$ cat src/rtl/uart_rx_pkg.sv
// rtl/uart_rx_pkg.sv - shared UART receiver definitions
// Purpose: FSM state codes and the default oversample ratio shared by the
//          UART receiver, transmitter and baud-rate setup.
// Ports:   none (package)
package uart_rx_pkg;

  // Default number of oversample ticks per bit period.
  localparam int UART_OVERSAMPLE = 16;

  typedef enum logic [2:0] {
    ST_IDLE   = 3'd0,
    ST_START  = 3'd1,
    ST_DATA   = 3'd2,
    ST_PARITY = 3'd3,
    ST_STOP   = 3'd4,
    ST_BREAK  = 3'd5
  } uart_state_e;

endpackage

$ cat src/rtl/uart_rx_sync_2ff.sv
// rtl/uart_rx_sync_2ff.sv - two-flop synchroniser with configurable reset value
// Purpose: brings an asynchronous signal into the P_CLK domain.
// Ports:   P_CLK  in  system clock
//          reset  in  asynchronous, active-high reset
//          d_i    in  WIDTH  asynchronous input
//          q_o    out WIDTH  synchronised output
module uart_rx_sync_2ff #(
  parameter int               WIDTH     = 1,
  parameter logic [WIDTH-1:0] RESET_VAL = '1
) (
  input  logic             P_CLK,
  input  logic             reset,
  input  logic [WIDTH-1:0] d_i,
  output logic [WIDTH-1:0] q_o
);

  logic [WIDTH-1:0] meta_q;
  logic [WIDTH-1:0] sync_q;

  always_ff @(posedge P_CLK or posedge reset) begin
    if (reset) begin
      meta_q <= RESET_VAL;
      sync_q <= RESET_VAL;
    end else begin
      meta_q <= d_i;
      sync_q <= meta_q;
    end
  end

  assign q_o = sync_q;

endmodule

$ cat src/rtl/uart_rx.sv
// rtl/uart_rx.sv - oversampling UART receiver
// Purpose: synchronises the serial line, detects the start bit, samples each
//          bit at mid-period and delivers the word with valid/error pulses.
// Ports:   P_CLK         in   system clock
//          reset         in   asynchronous, active-high reset
//          i_RX          in   serial line, idles high
//          i_TICK        in   oversample strobe, OVERSAMPLE per bit period
//          o_BAUD_EN     out  baud generator enable, high when not in reset
//          o_DATA        out  DATA_BITS  last received word
//          o_VALID       out  1-cycle pulse, o_DATA updated
//          o_PARITY_ERR  out  1-cycle pulse with o_VALID on parity mismatch
//          o_FRAME_ERR   out  1-cycle pulse, stop bit sampled low
//          o_BUSY        out  high from start detect until back in IDLE
module uart_rx
  import uart_rx_pkg::*;
#(
  parameter int DATA_BITS  = 8,
  parameter int OVERSAMPLE = UART_OVERSAMPLE,
  parameter int PARITY_EN  = 0,
  parameter int PARITY_ODD = 0
) (
  input  logic                 P_CLK,
  input  logic                 reset,
  input  logic                 i_RX,
  input  logic                 i_TICK,
  output logic                 o_BAUD_EN,
  output logic [DATA_BITS-1:0] o_DATA,
  output logic                 o_VALID,
  output logic                 o_PARITY_ERR,
  output logic                 o_FRAME_ERR,
  output logic                 o_BUSY
);

  localparam int          TW      = $clog2(OVERSAMPLE);
  localparam logic [TW-1:0] T_HALF = TW'(OVERSAMPLE / 2 - 1);
  localparam logic [TW-1:0] T_LAST = TW'(OVERSAMPLE - 1);
  localparam logic [3:0]  B_LAST  = 4'(DATA_BITS - 1);
  localparam logic        ODD_BIT = (PARITY_ODD != 0);

  logic                 rx_s;
  uart_state_e          state_q;
  logic [TW-1:0]        tcnt_q;
  logic [3:0]           bcnt_q;
  logic [DATA_BITS-1:0] shift_q;
  logic                 perr_q;

  uart_rx_sync_2ff #(
    .WIDTH     (1),
    .RESET_VAL (1'b1)
  ) u_sync (
    .P_CLK (P_CLK),
    .reset (reset),
    .d_i   (i_RX),
    .q_o   (rx_s)
  );

  assign o_BAUD_EN = ~reset;

  always_ff @(posedge P_CLK or posedge reset) begin
    if (reset) begin
      state_q      <= ST_IDLE;
      tcnt_q       <= '0;
      bcnt_q       <= '0;
      shift_q      <= '0;
      perr_q       <= 1'b0;
      o_DATA       <= '0;
      o_VALID      <= 1'b0;
      o_PARITY_ERR <= 1'b0;
      o_FRAME_ERR  <= 1'b0;
      o_BUSY       <= 1'b0;
    end else begin
      o_VALID      <= 1'b0;
      o_PARITY_ERR <= 1'b0;
      o_FRAME_ERR  <= 1'b0;
      if (i_TICK) begin
        tcnt_q <= tcnt_q + TW'(1);
      end

      case (state_q)
        ST_IDLE: begin
          tcnt_q <= '0;
          if (!rx_s) begin
            // Start edge is not tick-driven, so a coincident tick already
            // counts toward the start-bit half period.
            state_q <= ST_START;
            tcnt_q  <= TW'(i_TICK);
            bcnt_q  <= '0;
            perr_q  <= 1'b0;
            o_BUSY  <= 1'b1;
          end
        end

        ST_START: begin
          if (i_TICK && tcnt_q == T_HALF) begin
            tcnt_q <= '0;
            if (!rx_s) begin
              state_q <= ST_DATA;
            end else begin
              // Line went back high before mid-start: treat as a glitch.
              state_q <= ST_IDLE;
              o_BUSY  <= 1'b0;
            end
          end
        end

        ST_DATA: begin
          // tcnt wraps from T_LAST to 0 by itself, keeping mid-bit alignment.
          if (i_TICK && tcnt_q == T_LAST) begin
            shift_q <= {rx_s, shift_q[DATA_BITS-1:1]};
            if (bcnt_q == B_LAST) begin
              bcnt_q  <= '0;
              state_q <= (PARITY_EN != 0) ? ST_PARITY : ST_STOP;
            end else begin
              bcnt_q <= bcnt_q + 4'd1;
            end
          end
        end

        ST_PARITY: begin
          if (i_TICK && tcnt_q == T_LAST) begin
            perr_q  <= rx_s ^ (^shift_q) ^ ODD_BIT;
            state_q <= ST_STOP;
          end
        end

        ST_STOP: begin
          if (i_TICK && tcnt_q == T_LAST) begin
            if (rx_s) begin
              o_DATA       <= shift_q;
              o_VALID      <= 1'b1;
              o_PARITY_ERR <= perr_q;
              o_BUSY       <= 1'b0;
              state_q      <= ST_IDLE;
            end else begin
              o_FRAME_ERR <= 1'b1;
              state_q     <= ST_BREAK;
            end
          end
        end

        ST_BREAK: begin
          // Stay busy while the line is held low (break or stuck line).
          if (rx_s) begin
            tcnt_q  <= '0;
            o_BUSY  <= 1'b0;
            state_q <= ST_IDLE;
          end
        end

        default: begin
          tcnt_q  <= '0;
          o_BUSY  <= 1'b0;
          state_q <= ST_IDLE;
        end
      endcase
    end
  end

endmodule
$ cat config.mk
export PLATFORM = sky130hd
export DESIGN_NAME = uart_rx
export DESIGN_NICKNAME = d
export VERILOG_FILES = /design/src/rtl/uart_rx_pkg.sv /design/src/rtl/uart_rx_sync_2ff.sv /design/src/rtl/uart_rx.sv
export SDC_FILE = /design/constraint.sdc
export NUM_CORES = 1
export LEC_CHECK = 0
export BUFFER_PORTS_ARGS = -buffer_cell sky130_fd_sc_hd__buf_2
export CAP_MARGIN = 20
export CORE_MARGIN = 2
export CORE_UTILIZATION = 25
export CTS_CLUSTER_DIAMETER = 100
export CTS_CLUSTER_SIZE = 8
export DETAILED_ROUTE_END_ITERATION = 12
export SYNTH_ARGS = -nofsm -noshare
export SYNTH_HDL_FRONTEND = slang
export SYNTH_SLANG_ARGS = --single-unit
export TNS_END_PERCENT = 10
$ cat constraint.sdc
create_clock -name P_CLK -period 2.05 [get_ports P_CLK]
set_input_delay 0.3075 -clock P_CLK [delete_from_list [all_inputs] [get_ports P_CLK]]
set_output_delay 0.3075 -clock P_CLK [all_outputs]
set_load 0.005 [all_outputs]
# After elaboration in Yosys (flattened, before gate mapping)
# Cells that the tools add are included.
# word_totals
register_bits	34
output_inout_bits	13
elab_cells	81
# classes
add_sub_neg	2
eq_ne	15
mux	35
bitwise_logic	3
reduce_logical	14
# op_table
operator	count
$mux W3	8
$mux W4	6
$pmux W3 S6	1
$pmux W4 S4	1
$mux W1	15
$ne A2 B2 Y1 const B	6
$add A4 B1 Y4 const B	2
$eq A4 B3 Y1 const B	2
$pmux W4 S2	1
$reduce_xor A8 Y1	1
$reduce_and A7 Y1	1
$eq A3 B2 Y1 const B	2
$eq A3 B3 Y1 const B	2
$reduce_and A3 Y1	2
$pmux W1 S5	1
$eq A4 B4 Y1 const B	1
$reduce_and A2 Y1	2
$reduce_and A4 Y1	1
$reduce_bool A2 Y1	2
$eq A3 B1 Y1 const B	1
$logic_not A3 Y1	1
$reduce_or A3 Y1	1
$logic_and A1 B1 Y1	2
$mux W2	1
other kinds (5)	6

# Depth between registers and ports, before layout
# Gate-level depths: netlist (run 1).
# logic_depth
word_depth	4
ltp_mapped	6
mapped_depth_nobuf	5

# Modules after synthesis
# From an unflattened synthesis (run 1), not the netlist that was laid out.
# unflattened
hier_cells	136
hier_area_um2	1596.5
# by_module_without_submodules
mod	instances	cells_each	area_per_inst_um2	seq_area_each_um2
uart_rx	1	133	1540.2	800.8
uart_rx_sync_2ff	1	3	56.3	52.6

# Worst setup path before layout (run 1)
# No wires, ideal clock.
# synth_path
path_type	register to register
startpoint	reg u_sync.sync_q (netlist: u_sync.q_o)
endpoint	reg perr_q
setup_time_ps	122
arrival_time_ps	1502
t_required_ps	1928
slack_ps	425
path_stages_with_launch	6
n_path_buf	1
cell_sequence	dfstp_2 buf_6 xor3_1 or4_1 mux2i_1 nor3b_1
# synth_via
elab_chain_cells	3
elab_cells_between_ends	4
cone_classes	mux: 3; bitwise: 1
# synth_rtl
element	line_no	rtl
start, declared	uart_rx_sync_2ff.sv:18	logic [WIDTH-1:0] sync_q;
start signal, assigned	uart_rx_sync_2ff.sv:26	sync_q <= meta_q;
$xor A1 B1 Y1	uart_rx.sv:121	perr_q <= rx_s ^ (^shift_q) ^ ODD_BIT;
$mux W1	uart_rx.sv:120	if (i_TICK && tcnt_q == T_LAST) begin
$pmux W1 S2 *	uart_rx.sv:79	case (state_q)
end signal, assigned	uart_rx.sv:121	
end, declared	uart_rx.sv:45	logic perr_q;
# Every way passes the cells marked *; elsewhere a longest branch is shown, timed or not. The select of a mux whose other input is x is not followed.
# A chain may end at the register's enable or synchronous reset.

# Final worst setup path (run 1)
# layout_path
startpoint	reg tcnt_q[0]
endpoint	reg shift_q[6]
# layout_via
elab_chain_cells	3
# layout_rtl
element	line_no	rtl
start, declared	uart_rx.sv:42	logic [TW-1:0] tcnt_q;
start signal, assigned	uart_rx.sv:76	tcnt_q <= tcnt_q + TW'(1);
start signal, assigned	uart_rx.sv:86	tcnt_q <= TW'(i_TICK);
$eq A4 B4 Y1	uart_rx.sv:108	if (i_TICK && tcnt_q == T_LAST) begin
$logic_and A1 B1 Y1	uart_rx.sv:108	
$reduce_and A2 Y1 (no source line)	n/a	
end signal, assigned	uart_rx.sv:109	shift_q <= {rx_s, shift_q[DATA_BITS-1:1]};
end, declared	uart_rx.sv:44	logic [DATA_BITS-1:0] shift_q;
# Every way passes these cells.

==> out/results.tsv, run 1 <==
metric	value	unit
seqPwrFrac	44.2	%
p_per_area	980.9	nW/um^2
antenna_found_initial	0	
synth-edff-count	0	
port-buffer-count	16	
grt_pass1_vias	1114	
hold_viol_final	0	
grt_max_degree	35	
r2r.worst_path.cells	4	
tightestPinTransition	428.6	ps
mostFrequentLayoutCells	dfrtp_1 (32), mux2_2 (17), buf_2 (16)	
grt.total_usage	9.012	%
clkLatencyLatePin	290	ps
hold_ws	116.2	ps
synthCells	137	
internal_power	1.228	mW
finalCriticalPeriod	1790	ps
hold_buffers	0	
postSynth.asyncResetShare	100.0	%
post-cts-setup-buffers	0	
cts_tree	done	
mostFrequentLayoutCell	dfrtp_1	
drv_cap	0	
clk_root_buffer_cell	clkbuf_8	
fmax	558.8	MHz
core_area	6386	um^2
cts.reportedPaths.clkPinSlew	70	ps
clkPwrFrac	27.3	%
worstPathArrival	1960	ps
required	2220	ps
cts_buffer_depth	2	
dp_hpwl	2.068	mm
finalSetupViolCount	0	
rr_endpoint	shift_q[6]	
overflow	0	
hold_path.startpoint	i_RX	
synth_area_leader_cell	dfrtp_1	
hp-class	in2reg	
cts_resized	0	
first_pass_iters	4	
end_kind	flip-flop	
cp_max_fo	8	
grt_pass1_wl	5.175	mm
p_sw_share	34.85	%
ir_worst_vdd	326.3	uV
hold_end	u_sync.meta_q	
synth_seq_cells	34	
area_growth	15.58	%
antenna_cells	0	
final_cells	235	
finalSetupTns	0	ps
rsz0062_at_grt	no	
wl_per_cell	12.40	um
netlist-cell-type-count	40	
start_util	26.04	%
syn_area_per_cell	12.14	um^2
wl	2.914	mm
num_io_pins	17	
avgViaCountPerCell	4.591	
cts_buffers	5	
globalplace.congestion	0.8326	
critical_path_class	reg2reg	
drt.antenna.violating_nets	0	
die_x	85.56	um
yosysSeqAreaShare	51.32	%
cp-start-kind	flip-flop	
cp-startpoint	tcnt_q[0]	
dp_cells	227	
fillers	670	
slew_viol_final	0	
p_switching	657.1	uW
p_comb_share	28.5	%
r2r_setup_slack	260	ps
drtIter0Drc	73	
syn_area	1663	um^2
drive_gt1_share	33.54	%
r2r_start	tcnt_q[0]	
synth_nets	143	
vias	1079	
clock_skew	4.772	ps
die_y	85.56	um
synth_top_area_share	48.16	%
cts.sinks	34	
htree_levels	2	
yosysWarningCount	0	
setup_ws	260.4	ps
pre_cts_ws	247.7	ps
status	finished, final reports clean	
rows	29	
post-route-util	30.09	%
die_area	7320	um^2
min_period_over_period	87.30	%
synth_ff_type	dfrtp_1	
power_leakage	0.9615	nW
maxSlewHeadroom	71.42	%
nNetsFinal	163	
synth_area_leaders	dfrtp_1 (48%), mux2_2 (12%), dfstp_2 (3.2%), o2bb2ai_1 (2.6%), nor2_1 (2.5%)	
whs_path_depth	1	
drc	0	
-- cells by family (layout without fill, tap and decap cells) --
group | Yosys count | in the layout | share of synthesized area [%]
xor gates and xnor gates | 7 | 7 | 5.418
AOI/OAI and AO/OA | 20 | 20 | 9.029
muxes | 21 | 21 | 13.92
and+or+nand+nor | 42 | 42 | 15.58
adders and majority gates | 2 | 2 | 1.505
DFF | 34 | 34 | 51.32
buffers and inverters | 11 | 32 | 3.235
-- Yosys cell counts (3+ instances only) --
master / count
nand3_1: 4
dfrtp_1: 32
inv_1: 5
o2bb2ai_1: 5
nor2_1: 11
nand2_1: 4
buf_2: 3
xor2_1: 3
a21oi_1: 3
nand4_1: 4
mux2_2: 17
o211ai_1: 3
a21o_1: 3
mux2i_1: 4
-- metrics by stage --
step	total power, mW	area, um^2
2_1_floorplan	1.257	1663
3_3_place_gp	1.388	1827
3_5_place_dp	1.384	1827
4_1_cts	1.904	1922
5_1_grt	2.022	1922
6_report	1.885	1922
-- power by group through the flow --
stage	Combinational [mW]	Sequential, mW	Clock (mW)
finish	0.537	0.833	0.515
global route	0.609	0.847	0.567
detailed placement	0.539	0.844	0
CTS	0.540	0.831	0.533
floorplan	0.456	0.802	0
global placement	0.543	0.845	0
-- critical path, stage by stage (launching register included) --
cell	delay, ps
dfrtp_1	440
ha_1	260
nand4_2	200
nor2_2	390
mux2_2	380
-- worst max-delay path by stage --
| stage | end | slack, ps | cells after the start |
|---|---|---|---|
| floorplan | perr_q | 430 | 5 |
| global placement | perr_q | 310 | 4 |
| detailed placement | shift_q[2] | 250 | 4 |
| CTS | shift_q[6] | 240 | 4 |
| global route | shift_q[6] | 150 | 4 |
| finish | shift_q[6] | 260 | 4 |
-- metal layers --
layer  part of all wire, %  vias to the layer above  track usage [%]
met5                     0                        -                0
met4                   1.3                        0            3.463
met3                   4.2                        5            2.887
met2                    48                       18            14.28
met1                    47                      521            11.50
li1                      -                      535                -
-- flip-flops by register name (all words and copies together) (netlist names) --
register,flops
tcnt_q,4
o_DATA,8
o_BUSY,1
o_VALID,1
u_sync.q_o,1
shift_q,8
o_FRAME_ERR,1
u_sync.meta_q,1
o_PARITY_ERR,1
bcnt_q,4
state_q,3
perr_q,1
-- cell type report --
type | count | area [um^2] | share of cell area [%]
Sequential cell | 34 | 853.3 | 44.40
Multi-Input combinational cell | 92 | 755.7 | 39.32
Timing Repair Buffer | 19 | 102.6 | 5.339
Tap cell | 77 | 96.34 | 5.013
Clock buffer | 6 | 82.58 | 4.297
Inverter | 5 | 18.77 | 0.9766
Clock inverter | 2 | 12.51 | 0.6510
(Power assumes the default switching activity.)
==> run 2, diff against run 1 <==
Settings changed: CELL_PAD_IN_SITES_DETAIL_PLACEMENT set to 0, CELL_PAD_IN_SITES_GLOBAL_PLACEMENT set to 1, CTS_BUF_LIST set to sky130_fd_sc_hd__clkbuf_8, PLACE_DENSITY_LB_ADDON set to 0.1, SKIP_LAST_GASP set to 1.
==> run 2 against run 1 <==
  * Count of clock-buffer cells in the layout shrank 1
  * Critical endpoint is now perr_q
  * Sequential power grew 4.8%
  * Flip-flop and latch count is the same
  * Highest routed layer unchanged
  * Hold slack gained 10 ps
  * Setup slack gained 80 ps
  * Clock power shrank 10%
  * Largest power group unchanged
  * Global-route usage grew 0.56 points
  * Sequential share of layout area shrank 0.058 points
  * First-iteration DRC count shrank 44%
==> out/results.tsv, run 2 (synthesis results as in run 1) <==
metric	value	unit
antenna_cells	0	
drt.antenna.violating_nets	0	
grt_pass1_wl	5.478	mm
ff_latch_area	853.3	um^2
cts_buffer_depth	2	
avgViaCountPerCell	4.637	
cts_buffers	5	
clkLatencyLatePin	280	ps
gr-usage-met2	14.84	%
dp_cells	229	
crit_chain	ha_1 > nand4_2 > or4_1 > mux2i_1 > nor3b_1	
htree_levels	2	
core_area	6386	um^2
pre_cts_ws	354.7	ps
crit_buf_inv	0	
status	finished, final reports clean	
grt_max_degree	35	
path_delay_family	simple AND/OR/NAND/NOR gates	
antenna_found_initial	0	
area_growth	15.73	%
maxSlewHeadroom	68.19	%
hold_viol_final	0	
start_util	26.04	%
overflow	0	
grt_pass1_vias	1140	
mostFrequentLayoutCell	dfrtp_1	
slew_viol_final	0	
drv_cap	0	
post-cts-setup-buffers	0	
cts_tree	done	
rsz0062_at_grt	no	
die_area	7320	um^2
hold_buffers	0	
reg.largest.list	o_DATA x8, shift_q x8	
clock_skew	8.729	ps
ir_worst_vdd	337.3	uV
final_cells	237	
port-buffer-count	16	
nNetsFinal	165	
rows	29	
dp_hpwl	2.242	mm
grt.total_usage	9.574	%
cts.sinks	34	
hold_ws	126.6	ps
tightestPinTransition	477.2	ps
finalCriticalPeriod	1709	ps
setup_ws	340.9	ps
die_y	85.56	um
finalSetupViolCount	0	
fillers	656	
critical_path_class	reg2reg	
hp-class	in2async	
finalPower	1.833	mW
num_io_pins	17	
first_pass_iters	4	
wl_per_cell	13.46	um
required	2210	ps
cp_max_fo	5	
finalSetupTns	0	ps
wl	3.189	mm
globalplace.congestion	0.7280	
met1_usage	12.69	%
power_leakage	0.9742	nW
drive_gt1_share	33.75	%
r2r.worst_path.cells	5	
place_area	1842	um^2
drc	0	
cts_resized	0	
cp_slowest_stage_delay	560	ps
mostFrequentLayoutCells	dfrtp_1 (32), mux2_2 (17), buf_2 (16)	
end_kind	flip-flop	
cts.reportedPaths.clkPinSlew	70	ps
grt_use_met3	2.599	%
fmax	585.1	MHz
crit_slowest_cell	or4_1	
grt_busiest_layer	met2	
min_period_over_period	83.37	%
cp-start-kind	flip-flop	
p_per_area	952.7	nW/um^2
worstPathArrival	1870	ps
die_x	85.56	um
post-route-util	30.13	%
drtIter0Drc	41	
crit_cells	5	
clk_root_buffer_cell	clkbuf_8	
r2r_setup_slack	340	ps
fin_area	1924	um^2
vias	1099	
multi_input_area	755.7	um^2
==> run 2: cell types whose count changed in the layout (fill, tap and decap cells not counted), sizes merged <==
cell / change
clkinv: +1
inv: +1
clkinvlp: -1
buf: +2
clkbuf: -1
==> run 2: path summary, 6_finish.rpt <==
| path | start | to |
|---|---|---|
| worst min register to register | u_sync.meta_q | u_sync.q_o |
| min in group P_CLK | i_RX | u_sync.meta_q |
| worst max-delay path | tcnt_q[1] | perr_q |
| worst max register to register | tcnt_q[1] | perr_q |
| max in group asynchronous | reset | u_sync.meta_q |
| worst min-delay path | reset | state_q[0] |
==> run 2: tightest hold or removal path, stage by stage <==
cell and delay [ps]:
buf_2 90, inv_1 50, buf_4 380
==> run 2: cell type report <==
type                    count  area share (%)
clock buffers               5           3.576
flip-flops and latches     34           44.34
clock inverters             3          0.7152
multi-input cells          92           39.27
inverters                   5          0.9753
repair buffers             21           6.112
well taps                  77           5.006
==> run 2: where the power goes <==
| part | internal [mW] | switching (mW) |
|---|---|---|
| logic | 0.208 | 0.291 |
| clock network | 0.230 | 0.231 |
| registers | 0.738 | 0.134 |
| total | 1.18 | 0.656 |
==> run 2: routing by layer <==
layer / vias to the layer above / routed length (um)
li1: 541 / -
met1: 537 / 1579
met2: 15 / 1453
met3: 6 / 119
met4: 0 / 36
met5: - / 0
==> run 3, diff against run 2 <==
Clock period 2.05 ns to 1.6 ns, I/O delays scaled along.
==> run 3 against run 2 <==
  * Clock skew decreased by 0.51 ps
  * Power is 41% higher
  * Clock power is 45% higher
  * First-iteration DRC count down 34%
  * Final area grew 7.1%
  * Count of clock-buffer cells in the layout increased by 1
  * Via count up 2.5%
  * Flip-flop and latch count unchanged
==> out/results.tsv, run 3 (synthesis results as in run 1) <==
metric	value	unit
p_sw_share	34.67	%
r2r.worst_path.cells	5	
clkPwrFrac	25.8	%
drive_gt1_share	39.53	%
whs_path_depth	1	
p_per_area	1258	nW/um^2
min_period_over_period	96.42	%
hold_ws	53.73	ps
port-buffer-count	16	
finalPower	2.592	mW
die_y	85.56	um
fmax	648.2	MHz
crit_chain	ha_4 > nand4_4 > o211ai_1 > nand4_1 > nor3b_1	
finalSetupViolCount	0	
vias	1127	
mostFrequentLayoutCells	dfrtp_1 (32), mux2_2 (17), buf_2 (16), buf_4 (16), nor2_1 (11)	
path_delay_family	simple AND/OR/NAND/NOR gates	
internal_power	1.693	mW
antenna_cells	0	
multi_input_area	777.0	um^2
hold_viol_final	0	
dp_cells	241	
grt.total_usage	9.533	%
cts.reportedPaths.clkPinSlew	80	ps
grt_pass1_vias	1163	
fillers	673	
post-route-util	32.27	%
power_leakage	1.021	nW
worstPathArrival	1720	ps
slew_viol_final	0	
drv_cap	0	
r2r_setup_slack	60	ps
ff_latch_area	853.3	um^2
clkLatencyLatePin	290	ps
mostFrequentLayoutCell	dfrtp_1	
cp-startpoint	tcnt_q[1]	
ir_worst_vdd	412.0	uV
cp-start-kind	flip-flop	
dp_hpwl	2.364	mm
cts_tree	done	
rr_endpoint	perr_q	
cp_max_fo	4	
core_area	6386	um^2
setup_ws	57.30	ps
wl	3.222	mm
antenna_found_initial	0	
hold_path.startpoint	i_RX	
rows	29	
first_pass_iters	4	
overflow	0	
clock_skew	8.214	ps
p_comb_share	32.5	%
die_area	7320	um^2
area_growth	23.93	%
nNetsFinal	177	
fin_area	2061	um^2
drc	0	
num_io_pins	17	
tightestPinTransition	446.7	ps
status	finished, final reports clean	
end_kind	flip-flop	
globalplace.congestion	0.7319	
maxSlewHeadroom	70.22	%
grt_pass1_wl	5.478	mm
start_util	26.04	%
required	1780	ps
final_cells	249	
die_x	85.56	um
drt.antenna.violating_nets	0	
hold_end	u_sync.meta_q	
critical_path_class	reg2reg	
place_area	1944	um^2
cp_slowest_stage_delay	400	ps
crit_buf_inv	0	
hold_buffers	0	
p_switching	898.8	uW
hp-class	in2reg	
pre_cts_ws	-0.3255	ps
cts_buffer_depth	2	
rsz0062_at_grt	yes	
grt_max_degree	35	
cts.sinks	34	
seqPwrFrac	41.7	%
finalSetupTns	0	ps
post-cts-setup-buffers	0	
htree_levels	2	
reg.largest.list	o_DATA x8, shift_q x8	
r2r_start	tcnt_q[1]	
finalCriticalPeriod	1543	ps
crit_slowest_cell	dfrtp_1	
clk_root_buffer_cell	clkbuf_8	
cts_buffers	5	
drtIter0Drc	27	
avgViaCountPerCell	4.526	
wl_per_cell	12.94	um
==> run 3: cell types whose count changed in the layout (fill, tap and decap cells not counted) <==
cell        delta
buf_12         +1
buf_4         +11
clkbuf_8       +1
clkinv_2       -1
clkinvlp_4     +1
ha_1           -1
ha_4           +1
inv_1          -1
nand4_2        -1
nand4_4        +1
==> run 3: area by class of cell <==
type	instances	share of cell area, %
Sequential cell	34	41.41
Multi-Input combinational cell	92	37.70
Timing Repair Buffer	33	10.69
Tap cell	77	4.675
Clock buffer	6	4.007
Inverter	5	0.9107
Clock inverter	2	0.6072
==> run 3: repair_timing <==
item                                    in CTS  in global routing
pin swaps                                    0                  2
endpoints found under the setup margin       1                  5
resized for setup                            1                  2
==> run 3: power by group through the flow <==
stage | Sequential [mW] | Clock (mW) | Combinational [mW]
after floorplan | 1.03 | 0 | 0.582
after global placement | 1.09 | 0 | 0.836
after detailed placement | 1.09 | 0 | 0.834
after CTS | 1.07 | 0.701 | 0.843
after global routing | 1.10 | 0.747 | 0.936
final | 1.08 | 0.668 | 0.843
==> run 3: worst max-delay path by stage <==
| stage | to | cells past startpoint |
|---|---|---|
| finish | perr_q | 5 |
| global route | perr_q | 5 |
| CTS | bcnt_q[0] | 6 |
| detailed placement | perr_q | 5 |
| global placement | perr_q | 5 |
| floorplan | o_DATA[0] | 5 |
==> run 3: per-layer routing <==
layer  GRT usage [%]  vias up  part of all wire [%]
li1                -      564                     -
met1           11.96      543                    48
met2           15.13       16                    47
met3           3.176        4                   3.4
met4           3.896        0                   1.6
met5               0        -                     0
==> run 3: worst reg2reg max path, cell delays in order (launching register included) <==
cell and delay (ps):
dfrtp_1 400, ha_4 180, nand4_4 130, o211ai_1 350, nand4_1 200, nor3b_1 180
